`config.mk`:
```
export PLATFORM = sky130hd
export DESIGN_NAME = mem_port_arbiter_flat
export DESIGN_NICKNAME = d
export VERILOG_FILES = /design/src/rtl/mem_port_arbiter_if.sv /design/src/rtl/mem_port_arbiter.sv /design/src/flat_wrapper.sv
export SDC_FILE = /design/constraint.sdc
export NUM_CORES = 1
export LEC_CHECK = 0
export CORE_AREA = 2 2 194 196
export DETAILED_ROUTE_END_ITERATION = 10
export DIE_AREA = 0 0 196 198
export GPL_TIMING_DRIVEN = 0
export PLACE_DENSITY = 0.59
export SYNTH_ARGS = -nofsm -noshare
export SYNTH_HDL_FRONTEND = slang
export SYNTH_SLANG_ARGS = --single-unit
```
`constraint.sdc`:
```
create_clock -name clk -period 2.41 [get_ports clk]
set_input_delay 0.723 -clock clk [delete_from_list [all_inputs] [get_ports clk]]
set_output_delay 0.723 -clock clk [all_outputs]
set_load 0.01 [all_outputs]
```
`src/rtl/mem_port_arbiter_if.sv`:
```
// mem_port_arbiter_if
//   Bundles the fetch requester, the data requester and the shared memory
//   port seen by mem_port_arbiter.
//   slave  : the arbiter side (takes requests, drives done/rdata/stalls and
//            the memory port fields).
//   master : the surrounding pipeline and memory model.
//   Fetch  : if_req, if_addr, flush -> if_done, if_rdata[31:0], if_stall
//   Data   : d_req, d_we, d_addr, d_wdata, d_funct3 -> d_done, d_rdata, mem_stall
//   Memory : mem_req, mem_we, mem_addr, mem_wdata, mem_funct3 <- mem_ready, mem_rdata
interface mem_port_arbiter_if #(
  parameter int ADDR_W = 64,
  parameter int DATA_W = 64
);
  logic              if_req;
  logic [ADDR_W-1:0] if_addr;
  logic              flush;
  logic              if_done;
  logic [31:0]       if_rdata;

  logic              d_req;
  logic              d_we;
  logic [ADDR_W-1:0] d_addr;
  logic [DATA_W-1:0] d_wdata;
  logic [2:0]        d_funct3;
  logic              d_done;
  logic [DATA_W-1:0] d_rdata;

  logic              if_stall;
  logic              mem_stall;

  logic              mem_req;
  logic              mem_we;
  logic [ADDR_W-1:0] mem_addr;
  logic [DATA_W-1:0] mem_wdata;
  logic [2:0]        mem_funct3;
  logic              mem_ready;
  logic [DATA_W-1:0] mem_rdata;

  modport slave (
    input  if_req, if_addr, flush,
    input  d_req, d_we, d_addr, d_wdata, d_funct3,
    input  mem_ready, mem_rdata,
    output if_done, if_rdata, d_done, d_rdata,
    output if_stall, mem_stall,
    output mem_req, mem_we, mem_addr, mem_wdata, mem_funct3
  );

  modport master (
    output if_req, if_addr, flush,
    output d_req, d_we, d_addr, d_wdata, d_funct3,
    output mem_ready, mem_rdata,
    input  if_done, if_rdata, d_done, d_rdata,
    input  if_stall, mem_stall,
    input  mem_req, mem_we, mem_addr, mem_wdata, mem_funct3
  );
endinterface

```
`src/rtl/mem_port_arbiter.sv`:
```
// mem_port_arbiter
//   Shares one memory port between the instruction fetch and the data
//   (load/store) requester. Data normally has priority; a fetch that keeps
//   losing ties is forced through after STARVE_MAX consecutive data grants.
//   Ports:
//     clk   : rising-edge clock
//     reset : asynchronous reset, active low
//     bus   : mem_port_arbiter_if.slave (requesters + memory port)
module mem_port_arbiter #(
  parameter int ADDR_W     = 64,
  parameter int DATA_W     = 64,
  parameter int STARVE_MAX = 4
) (
  input  logic                  clk,
  input  logic                  reset,
  mem_port_arbiter_if.slave     bus
);

  localparam int CNT_W = $clog2(STARVE_MAX + 1);
  localparam logic [CNT_W-1:0] CNT_MAX = CNT_W'(STARVE_MAX);
  localparam logic [2:0] FETCH_FUNCT3 = 3'b010;

  typedef enum logic [1:0] {
    IDLE    = 2'd0,
    BUSY_IF = 2'd1,
    BUSY_D  = 2'd2
  } state_e;

  state_e            state_q, state_d;
  logic [CNT_W-1:0]  starve_cnt_q, starve_cnt_d;
  logic [ADDR_W-1:0] addr_q, addr_d;
  logic [DATA_W-1:0] wdata_q, wdata_d;
  logic              we_q, we_d;
  logic [2:0]        funct3_q, funct3_d;
  logic              if_done_q, if_done_d;
  logic              d_done_q, d_done_d;
  logic [31:0]       if_rdata_q, if_rdata_d;
  logic [DATA_W-1:0] d_rdata_q, d_rdata_d;
  logic              flushed_q, flushed_d;

  logic              if_elig, d_elig, starve_sat;
  logic              grant_if, grant_d;

  // Arbitration. A requester still holding its request during its own done
  // cycle must not be regranted, and a fetch is never granted in a flush
  // cycle because its PC is about to be replaced.
  always_comb begin
    if_elig    = bus.if_req & ~if_done_q & ~bus.flush;
    d_elig     = bus.d_req & ~d_done_q;
    starve_sat = (starve_cnt_q == CNT_MAX);
    grant_if   = 1'b0;
    grant_d    = 1'b0;
    if (state_q == IDLE) begin
      if (if_elig && d_elig) begin
        grant_if = starve_sat;
        grant_d  = ~starve_sat;
      end else if (if_elig) begin
        grant_if = 1'b1;
      end else if (d_elig) begin
        grant_d = 1'b1;
      end
    end
  end

  always_comb begin
    state_d    = state_q;
    addr_d     = addr_q;
    wdata_d    = wdata_q;
    we_d       = we_q;
    funct3_d   = funct3_q;
    if_done_d  = 1'b0;
    d_done_d   = 1'b0;
    if_rdata_d = if_rdata_q;
    d_rdata_d  = d_rdata_q;
    flushed_d  = flushed_q;

    case (state_q)
      IDLE: begin
        flushed_d = 1'b0;
        if (grant_if) begin
          state_d  = BUSY_IF;
          addr_d   = bus.if_addr;
          wdata_d  = '0;
          we_d     = 1'b0;
          funct3_d = FETCH_FUNCT3;
        end else if (grant_d) begin
          state_d  = BUSY_D;
          addr_d   = bus.d_addr;
          wdata_d  = bus.d_wdata;
          we_d     = bus.d_we;
          funct3_d = bus.d_funct3;
        end
      end
      BUSY_IF: begin
        // A flush seen at any point of the fetch (including its final cycle)
        // lets the memory access finish but drops the result; if_rdata keeps
        // the last delivered instruction.
        if (bus.flush) flushed_d = 1'b1;
        if (bus.mem_ready) begin
          state_d   = IDLE;
          flushed_d = 1'b0;
          if (!(flushed_q || bus.flush)) begin
            if_rdata_d = bus.mem_rdata[31:0];
            if_done_d  = 1'b1;
          end
        end
      end
      BUSY_D: begin
        if (bus.mem_ready) begin
          state_d   = IDLE;
          d_rdata_d = bus.mem_rdata;
          d_done_d  = 1'b1;
        end
      end
      default: state_d = IDLE;
    endcase
  end

  // Starvation counter: counts data grants that overtook a waiting fetch.
  always_comb begin
    starve_cnt_d = starve_cnt_q;
    if (!bus.if_req || grant_if) begin
      starve_cnt_d = '0;
    end else if (grant_d && !starve_sat) begin
      starve_cnt_d = starve_cnt_q + 1'b1;
    end
  end

  always_ff @(posedge clk or negedge reset) begin
    if (!reset) begin
      state_q      <= IDLE;
      starve_cnt_q <= '0;
      addr_q       <= '0;
      wdata_q      <= '0;
      we_q         <= 1'b0;
      funct3_q     <= '0;
      if_done_q    <= 1'b0;
      d_done_q     <= 1'b0;
      if_rdata_q   <= '0;
      d_rdata_q    <= '0;
      flushed_q    <= 1'b0;
    end else begin
      state_q      <= state_d;
      starve_cnt_q <= starve_cnt_d;
      addr_q       <= addr_d;
      wdata_q      <= wdata_d;
      we_q         <= we_d;
      funct3_q     <= funct3_d;
      if_done_q    <= if_done_d;
      d_done_q     <= d_done_d;
      if_rdata_q   <= if_rdata_d;
      d_rdata_q    <= d_rdata_d;
      flushed_q    <= flushed_d;
    end
  end

  // mem_req is decoded from the state register so an asynchronous reset
  // drops it in the same cycle.
  assign bus.mem_req    = (state_q != IDLE);
  assign bus.mem_we     = we_q;
  assign bus.mem_addr   = addr_q;
  assign bus.mem_wdata  = wdata_q;
  assign bus.mem_funct3 = funct3_q;

  assign bus.if_done    = if_done_q;
  assign bus.if_rdata   = if_rdata_q;
  assign bus.d_done     = d_done_q;
  assign bus.d_rdata    = d_rdata_q;

  assign bus.if_stall   = bus.if_req & ~if_done_q;
  assign bus.mem_stall  = bus.d_req & ~d_done_q;

endmodule

```
`src/flat_wrapper.sv`:
```
// flat-port wrapper written by rule: the top's interface ports become plain ports
module mem_port_arbiter_flat 
#(
  parameter int ADDR_W     = 64,
  parameter int DATA_W     = 64,
  parameter int STARVE_MAX = 4
)
  (clk, reset, bus_if_req, bus_if_addr, bus_flush, bus_d_req, bus_d_we, bus_d_addr, bus_d_wdata, bus_d_funct3, bus_mem_ready, bus_mem_rdata, bus_if_done, bus_if_rdata, bus_d_done, bus_d_rdata, bus_if_stall, bus_mem_stall, bus_mem_req, bus_mem_we, bus_mem_addr, bus_mem_wdata, bus_mem_funct3);
  mem_port_arbiter_if #(.ADDR_W(ADDR_W), .DATA_W(DATA_W)) bus_i ();
  input  logic clk;
  input  logic reset;
  input wire logic [$bits(bus_i.if_req)-1:0] bus_if_req;
  input wire logic [$bits(bus_i.if_addr)-1:0] bus_if_addr;
  input wire logic [$bits(bus_i.flush)-1:0] bus_flush;
  input wire logic [$bits(bus_i.d_req)-1:0] bus_d_req;
  input wire logic [$bits(bus_i.d_we)-1:0] bus_d_we;
  input wire logic [$bits(bus_i.d_addr)-1:0] bus_d_addr;
  input wire logic [$bits(bus_i.d_wdata)-1:0] bus_d_wdata;
  input wire logic [$bits(bus_i.d_funct3)-1:0] bus_d_funct3;
  input wire logic [$bits(bus_i.mem_ready)-1:0] bus_mem_ready;
  input wire logic [$bits(bus_i.mem_rdata)-1:0] bus_mem_rdata;
  output wire logic [$bits(bus_i.if_done)-1:0] bus_if_done;
  output wire logic [$bits(bus_i.if_rdata)-1:0] bus_if_rdata;
  output wire logic [$bits(bus_i.d_done)-1:0] bus_d_done;
  output wire logic [$bits(bus_i.d_rdata)-1:0] bus_d_rdata;
  output wire logic [$bits(bus_i.if_stall)-1:0] bus_if_stall;
  output wire logic [$bits(bus_i.mem_stall)-1:0] bus_mem_stall;
  output wire logic [$bits(bus_i.mem_req)-1:0] bus_mem_req;
  output wire logic [$bits(bus_i.mem_we)-1:0] bus_mem_we;
  output wire logic [$bits(bus_i.mem_addr)-1:0] bus_mem_addr;
  output wire logic [$bits(bus_i.mem_wdata)-1:0] bus_mem_wdata;
  output wire logic [$bits(bus_i.mem_funct3)-1:0] bus_mem_funct3;
  assign bus_i.if_req = bus_if_req;
  assign bus_i.if_addr = bus_if_addr;
  assign bus_i.flush = bus_flush;
  assign bus_i.d_req = bus_d_req;
  assign bus_i.d_we = bus_d_we;
  assign bus_i.d_addr = bus_d_addr;
  assign bus_i.d_wdata = bus_d_wdata;
  assign bus_i.d_funct3 = bus_d_funct3;
  assign bus_i.mem_ready = bus_mem_ready;
  assign bus_i.mem_rdata = bus_mem_rdata;
  assign bus_if_done = bus_i.if_done;
  assign bus_if_rdata = bus_i.if_rdata;
  assign bus_d_done = bus_i.d_done;
  assign bus_d_rdata = bus_i.d_rdata;
  assign bus_if_stall = bus_i.if_stall;
  assign bus_mem_stall = bus_i.mem_stall;
  assign bus_mem_req = bus_i.mem_req;
  assign bus_mem_we = bus_i.mem_we;
  assign bus_mem_addr = bus_i.mem_addr;
  assign bus_mem_wdata = bus_i.mem_wdata;
  assign bus_mem_funct3 = bus_i.mem_funct3;
  mem_port_arbiter #(.ADDR_W(ADDR_W), .DATA_W(DATA_W), .STARVE_MAX(STARVE_MAX)) u_core (.clk(clk), .reset(reset), .bus(bus_i));
endmodule
```
==> qor.yml <==
outcome:
  status: "finished, final reports clean"
route:
  num_vias: 7606
  wl_per_cell_um: 20.2
  drt-total-wl_um: 33600
  viasPerCell: 4.59
  drt_iter0_drc: 285
  met1_length_um: 13800
  antenna_left: 0
  drc: 0
  routed-wl-met3_um: 2880
  routed.top_layer: "met5"
  dr.pass1.iters: 4
  wl_met2_um: 16200
finish:
  areaGrowthSynthToFinish_pct: 71.5
  n_antenna_cell: 0
  fin_nets: 1431
  post-route-util_pct: 43.4
  n_fill_cell: 3462
  drive_above_1_share_pct: 18.2
  stdcell_area_mm2: 0.0160
  fin_cells: 1657
hold_path:
  hold_path_depth: 1
  hold_start: "u_core.bus.d_rdata[22]"
  hp-class: "reg2reg"
yosys:
  syn_area_mm2: 0.00935
  ys_seq_elements: 236
  synth_cells: 627
  synth_fa_ha_area_share_pct: 0.669
  synth-compound-area-share_pct: 15.2
  yosysWarningCount: 0
  synthSimpleGateAreaFrac_pct: 6.37
  synth_xor_area_share_pct: 0
  ys_seq_area_share_pct: 63.1
  syn_nets: 898
  avgSynthCellArea_um2: 14.9
  ys_types: 32
  synth_top_family_by_area: "compound AO/OA/AOI/OAI gates"
  synth_mux_area_share_pct: 11.6
die:
  die_h_um: 198
  die_w_um: 196
  start_util_pct: 25.3
  rows: 71
  coreArea_mm2: 0.0370
  dieArea_mm2: 0.0388
  io_pins: 499
timing:
  slew_headroom_pct: 54.7
  setup_viol: 0
  worst_slew_pin_slew_ps: 680
  fin_ws_ps: 83.1
  worst_clock_skew_ps: 12.1
  holdWs_ps: 502
  drv_slew: 0
  fin_tns_setup_ps: 0
  rsz0062_at_grt: "false"
  hold_violations: 0
  post-route-period-util_pct: 96.6
  timing.fmax_mhz: 430
  fin_crit_ps: 2330
worst_setup_path:
  crit_path_end_kind: "primary output"
  timing.rr.start: "u_core.state_q[0]"
  start_kind: "primary input"
  r2r-end: "u_core.bus.mem_wdata[43]"
  crit_arrival_ps: 1600
  endpoint: "bus_if_stall"
  reg2reg_depth: 7
  worst-path-max-fanout: 4
  crit_required_ps: 1690
  path_class: "in2out"
  cp-startpoint: "bus_if_req"
  r2r_slack_ps: 360
grt:
  grt_overflow_total: 0
  grt_max_degree: 114
  grt_pass1_vias: 8129
  grt_usage_pct: 16.7
  antenna_found_initial: 1
  grt_pass1_wl_um: 50300
cts:
  cts_tree: "built"
  clock_path_buffers: 3
  insertion_delay_ps: 560
  htree_num_levels: 1
  cts.clk_slew.worst_paths_ps: 50
  cts_sinks: 236
  root_buffer: "clkbuf_16"
  numCtsBuffers: 29
power:
  powerDensity_mw_per_mm2: 1290
  leakagePower_nw: 6.57
  internal-power_mw: 14.2
  clkPwrFrac_pct: 22.2
  p_seq_share_pct: 32.7
  p_sw_mw: 6.49
  power_frac_comb_pct: 45.2
  switching_share_pct: 31.4
  irDropWorstVdd_v: 0.000722
  power_mw: 20.6
placement:
  dp_hpwl_um: 25100
  dp_slack_ps: -422
  post_dp_cell_area_mm2: 0.0150
  routabilityCongestion: 0.757
  place_inst: 1601
  numPortBuffers: 498
flow_run:
  cap_violations: 0
-- cells in the mapped netlist --
master | instances | area [um2]
dfrtp_1 | 236 | 5910
mux2_2 | 96 | 1080
a22o_1 | 68 | 596
nand3b_1 | 65 | 488
o221a_1 | 49 | 552
buf_2 | 28 | 140
clkbuf_1 | 15 | 56.3
o221a_2 | 15 | 169
inv_1 | 8 | 30.0
buf_1 | 5 | 18.8
buf_4 | 5 | 37.5
ha_1 | 5 | 62.6
nor2_1 | 4 | 15.0
a211oi_1 | 2 | 15.0
a21o_1 | 2 | 15.0
a21oi_1 | 2 | 10.0
a21oi_2 | 2 | 17.5
nand2_1 | 2 | 7.51
nand3_1 | 2 | 10.0
o21ai_0 | 2 | 10.0
o21ba_2 | 2 | 20.0
o22ai_1 | 2 | 12.5
a2bb2oi_1 | 1 | 8.76
and2_1 | 1 | 6.26
and2b_1 | 1 | 7.51
and3_1 | 1 | 6.26
and3b_1 | 1 | 8.76
and4b_1 | 1 | 10.0
nand4bb_1 | 1 | 11.3
nor2b_1 | 1 | 6.26
nor3b_2 | 1 | 12.5
nor4_1 | 1 | 6.26
-- power by group through the flow --
stage / combinational (mW) / clock (mW) / sequential [mW]
floorplan: 3.26 / 0 / 7.54
global placement: 9.35 / 0 / 6.75
detailed placement: 9.39 / 0 / 6.78
CTS: 9.46 / 4.72 / 6.75
global route: 9.95 / 4.88 / 6.97
finish: 9.32 / 4.58 / 6.75
-- what timing repair did --
action                     CTS  global route
setup endpoints to repair    4             2
pin swaps                    0             1
hold endpoints to repair    11             0
setup buffers                1             0
hold buffers                 1             0
resized for setup           14             4
-- area by class of cell --
type | instances | area, um2 | area share (%)
well taps | 474 | 593 | 3.70
clock inverters | 15 | 168 | 1.05
inverters | 8 | 30.0 | 0.187
repair buffers | 502 | 5050 | 31.5
clock buffers | 39 | 863 | 5.38
multi-input cells | 330 | 3180 | 19.8
flip-flops and latches | 236 | 5910 | 36.8
plain buffers | 53 | 253 | 1.58
-- cell families after synthesis --
group / count (synthesis)
fa+ha+maj: 5
flops: 236
buf+inv: 61
compound gates: 147
simple gates: 82
mux: 96
-- layer usage --
metal | GRT usage [%] | vias up
met5 | 0 | -
met4 | 3.93 | 2
met3 | 5.30 | 47
met2 | 28.0 | 317
met1 | 20.9 | 3767
li1 | - | 3473
-- cells in the final DEF (no fill, tap or decap), drive strengths merged, types with 3 or more instances in the layout --
| cell | instances |
|---|---|
| a21oi | 4 |
| o221a | 64 |
| nand3b | 65 |
| mux2 | 96 |
| inv | 9 |
| clkinv | 7 |
| a22o | 68 |
| clkbuf | 55 |
| clkinvlp | 4 |
| dfrtp | 236 |
| bufinv | 3 |
| nor2 | 4 |
| buf | 44 |
| clkdlybuf4s50 | 493 |
| ha | 5 |
-- registers in the layout, indices dropped and copies added (netlist names), 2 cells and up --
| signal | count |
|---|---|
| u_core.bus.mem_funct3 | 3 |
| u_core.bus.d_rdata | 64 |
| u_core.starve_cnt_q | 3 |
| u_core.bus.if_rdata | 32 |
| u_core.state_q | 2 |
| u_core.bus.mem_wdata | 64 |
| u_core.bus.mem_addr | 64 |
-- worst max-delay path: stages --
cell and delay, ps:
clkdlybuf4s50_1 510, inv_2 90, nor2_1 120, buf_2 160
-- how the worst min path moves through the flow --
stage / slack (ps) / endpoint
global route: 510 / u_core.bus.d_rdata[54]
detailed placement: 490 / u_core.flushed_q
global placement: 490 / u_core.bus.d_rdata[22]
floorplan: 430 / u_core.bus.d_done
CTS: 510 / u_core.bus.d_rdata[51]
finish: 500 / u_core.bus.d_rdata[22]
Note: power is estimated with default switching activity, not from simulation.
==> edit 1: new RTL, same flow settings <==
The 3 states of `state_e` get a one-hot encoding in 3 bits.
--- a/src/rtl/mem_port_arbiter.sv
+++ b/src/rtl/mem_port_arbiter.sv
@@ -20,10 +20,10 @@
   localparam logic [CNT_W-1:0] CNT_MAX = CNT_W'(STARVE_MAX);
   localparam logic [2:0] FETCH_FUNCT3 = 3'b010;
 
-  typedef enum logic [1:0] {
-    IDLE    = 2'd0,
-    BUSY_IF = 2'd1,
-    BUSY_D  = 2'd2
+  typedef enum logic [2:0] {
+    IDLE    = 3'b001,
+    BUSY_IF = 3'b010,
+    BUSY_D  = 3'b100
   } state_e;
 
   state_e            state_q, state_d;
Check against the original RTL: no difference found for any inputs over 4 cycles, from zero or initial values and one cycle with reset low; so few cycles prove little.
==> edit 1 against the unedited design <==
Final area up 3.6%. Via count up 17%. Sequential cell count up 1. Wire length up 15%. Total power up 1.5%. Largest cell class unchanged. Area after synthesis up 5.4%. Count of clock-buffer cells in the layout down 5. Setup slack worse by 52 ps. Highest routed layer is now met4. Hold slack worse by 370 ps.
==> edit 1: results (changes against the unedited design) <==
metric;value;unit;change
layout-drive-gt1-share;15.8;%;-2.4 points
status;completed;;
relSlewSlack;61.9;%;+7.3 points
synth_fa_ha_area_share;0.254;%;-0.42 points
skew;16.5;ps;+4.38 ps
yosys.cell_types.count;34;;+6.3%
synth_compound_area_share;18.8;%;+3.5 points
powerComb;9.52;mW;+2.1%
max_stage_delay;540;ps;+30 ps
wire_per_inst;21.2;microns;+4.8%
cp_max_fo;3;;-1
hp-class;in2async;;
r2r_start;u_core.starve_cnt_q[0];;
num-nets-final;1584;;+11%
place_area;0.0155;sq mm;+3.4%
synthCells;781;;+25%
dr.pass1.iters;5;;+1
syn_nets;1049;;+17%
drtIter0Drc;412;;+45%
grt_pass1_vias;9483;;+17%
viasPerCell;4.89;;+6.5%
antenna_found_initial;0;;-1
place_inst;1755;;+9.6%
cellLeakagePower;7.12;nW;+8.4%
wirelength;38.5;mm;+15%
cpMaxStageDelayCell;dfstp_2;;
fin_ws;31.4;ps;-51.7 ps
critical_path.endpoint;bus_mem_req;;
fin_hold_ws;129;ps;-373 ps
dp_hpwl;28.8;mm;+14%
cpLargestDelayFamily;flip-flops;;
synth_area_leaders;dfrtp_1, mux2_2, a221oi_1;;
yosysSeqAreaShare;60.2;%;-3.0 points
==> edit 1: changes by cell type after synthesis, moves of 4 or more <==
cell       change
a221oi_1      +67
nand3b_1      -65
o221a_1       -49
o221a_2       -15
nor2_1        +63
a21oi_1        +4
clkbuf_1      +24
a2111oi_0     +64
inv_1         +65
==> edit 1: routing by layer <==
layer | global-route usage, % | share of wire [%] | vias up
met1 | 24.4 | 41 | 4459
li1 | - | - | 4007
met5 | 0 | 0 | -
met3 | 5.79 | 8.0 | 53
met2 | 32.5 | 49 | 343
met4 | 4.97 | 2.1 | 0
==> edit 1: final cells by class <==
type | instances | area [sq um]
plain buffers | 73 | 358
clock buffers | 34 | 785
clock inverters | 20 | 234
fillers | 3492 | 20300
inverters | 74 | 283
multi-input cells | 395 | 3340
flip-flops and latches | 237 | 5930
well taps | 474 | 593
repair buffers | 506 | 5080
==> edit 2: new RTL, config.mk and constraints unchanged <==
Without the edit above. `STARVE_MAX` is set to 4 in 2 places; all go to 8.
--- a/src/rtl/mem_port_arbiter.sv
+++ b/src/rtl/mem_port_arbiter.sv
@@ -9,7 +9,7 @@
 module mem_port_arbiter #(
   parameter int ADDR_W     = 64,
   parameter int DATA_W     = 64,
-  parameter int STARVE_MAX = 4
+  parameter int STARVE_MAX = 8
 ) (
   input  logic                  clk,
   input  logic                  reset,
--- a/src/flat_wrapper.sv
+++ b/src/flat_wrapper.sv
@@ -3,7 +3,7 @@
 #(
   parameter int ADDR_W     = 64,
   parameter int DATA_W     = 64,
-  parameter int STARVE_MAX = 4
+  parameter int STARVE_MAX = 8
 )
   (clk, reset, bus_if_req, bus_if_addr, bus_flush, bus_d_req, bus_d_we, bus_d_addr, bus_d_wdata, bus_d_funct3, bus_mem_ready, bus_mem_rdata, bus_if_done, bus_if_rdata, bus_d_done, bus_d_rdata, bus_if_stall, bus_mem_stall, bus_mem_req, bus_mem_we, bus_mem_addr, bus_mem_wdata, bus_mem_funct3);
   mem_port_arbiter_if #(.ADDR_W(ADDR_W), .DATA_W(DATA_W)) bus_i ();
Formal check against the unedited RTL: same outputs for any inputs over 4 cycles, from zero or initial values and one cycle with reset low; that may be too few to reach the edited logic, so the function may still have changed.
==> edit 2 against the unedited design <==
Final area stayed put. First-iteration DRC count up 18%. Combinational power up 1%. Total power up 1.5%. Sequential share of layout area is 0.16 points higher. Clock skew down 0.93 ps. Wire length grew 0.21%. Area after synthesis grew 0.12%. Hold slack lost 430 ps. Critical path type unchanged. Clock power up 2%. Setup slack worse by 25 ps. Highest routed layer is now met4. Register-to-register slack worse by 140 ps. Sequential cell count increased by 1.
==> edit 2: results (changes against the unedited design) <==
metric;value;unit;change
grt_pass1_vias;8257;;+1.6%
combPwrFrac;45.1;%;about the same
syn_nets;906;;+0.89%
crit_start;bus_d_req;;
r2r-end;u_core.bus.mem_wdata[62];;
viasPerCell;4.63;;+0.82%
fin_hold_ws;75.9;ps;-426 ps
cellLeakagePower;6.64;nW;+1.1%
synthCells;635;;+1.3%
insertion_delay;540;ps;-20 ps
ir_drop;647;uV;-10%
grtUsageMet3;4.84;%;-0.46 points
status;completed;;
stdcell_count;1661;;+0.24%
p_switching;6.50;mW;about the same
layout-drive-gt1-share;20.9;%;+2.7 points
cp_max_fo;3;;-1
num-nets-final;1437;;+0.42%
synth_area_leaders;dfrtp_1, mux2_2, o221a_2;;
hp-class;in2async;;
r2r_slack;220;ps;-140 ps
synth_common_cells;dfrtp_1, mux2_2, a22o_1;;
dp_hpwl;25.1;mm;-0.22%
synthMuxAreaShare;11.5;%;-0.014 points
place.gp.congestion;0.780;;+3.0%
yosysSeqAreaShare;63.3;%;+0.19 points
max_stage_delay;490;ps;-20 ps
grt_pass1_wl;50.5;mm;+0.48%
[edit 2: cell types whose count changed after synthesis, moves of 3 or more]
cell,change
buf_4,-3
buf_6,+8
or3_1,+65
buf_2,-10
o221a_2,+49
o221a_1,-49
nand3b_1,-63
clkbuf_2,+3
[edit 2: metal layers]
| metal | up-vias | part of all wire (%) |
|---|---|---|
| met4 | 0 | 2.3 |
| met5 | - | 0 |
| li1 | 3492 | - |
| met3 | 48 | 8.1 |
| met1 | 3824 | 41 |
| met2 | 323 | 49 |
[edit 2: layout make-up]
cell class / count / area, sq um
fill: 3487 / 20900
sequential: 237 / 5930
timing repair buffer: 501 / 5050
multi-input combinational: 335 / 3120
clock buffer: 36 / 792
tap: 474 / 593
buffer: 54 / 297
clock inverter: 15 / 228
inverter: 9 / 33.8
[edit 2: timing repair]
item                       in CTS  in global routing
setup endpoints to repair       3                  0
hold buffers                    0                  0
setup buffers                   1                  0
resized for setup              10                  0
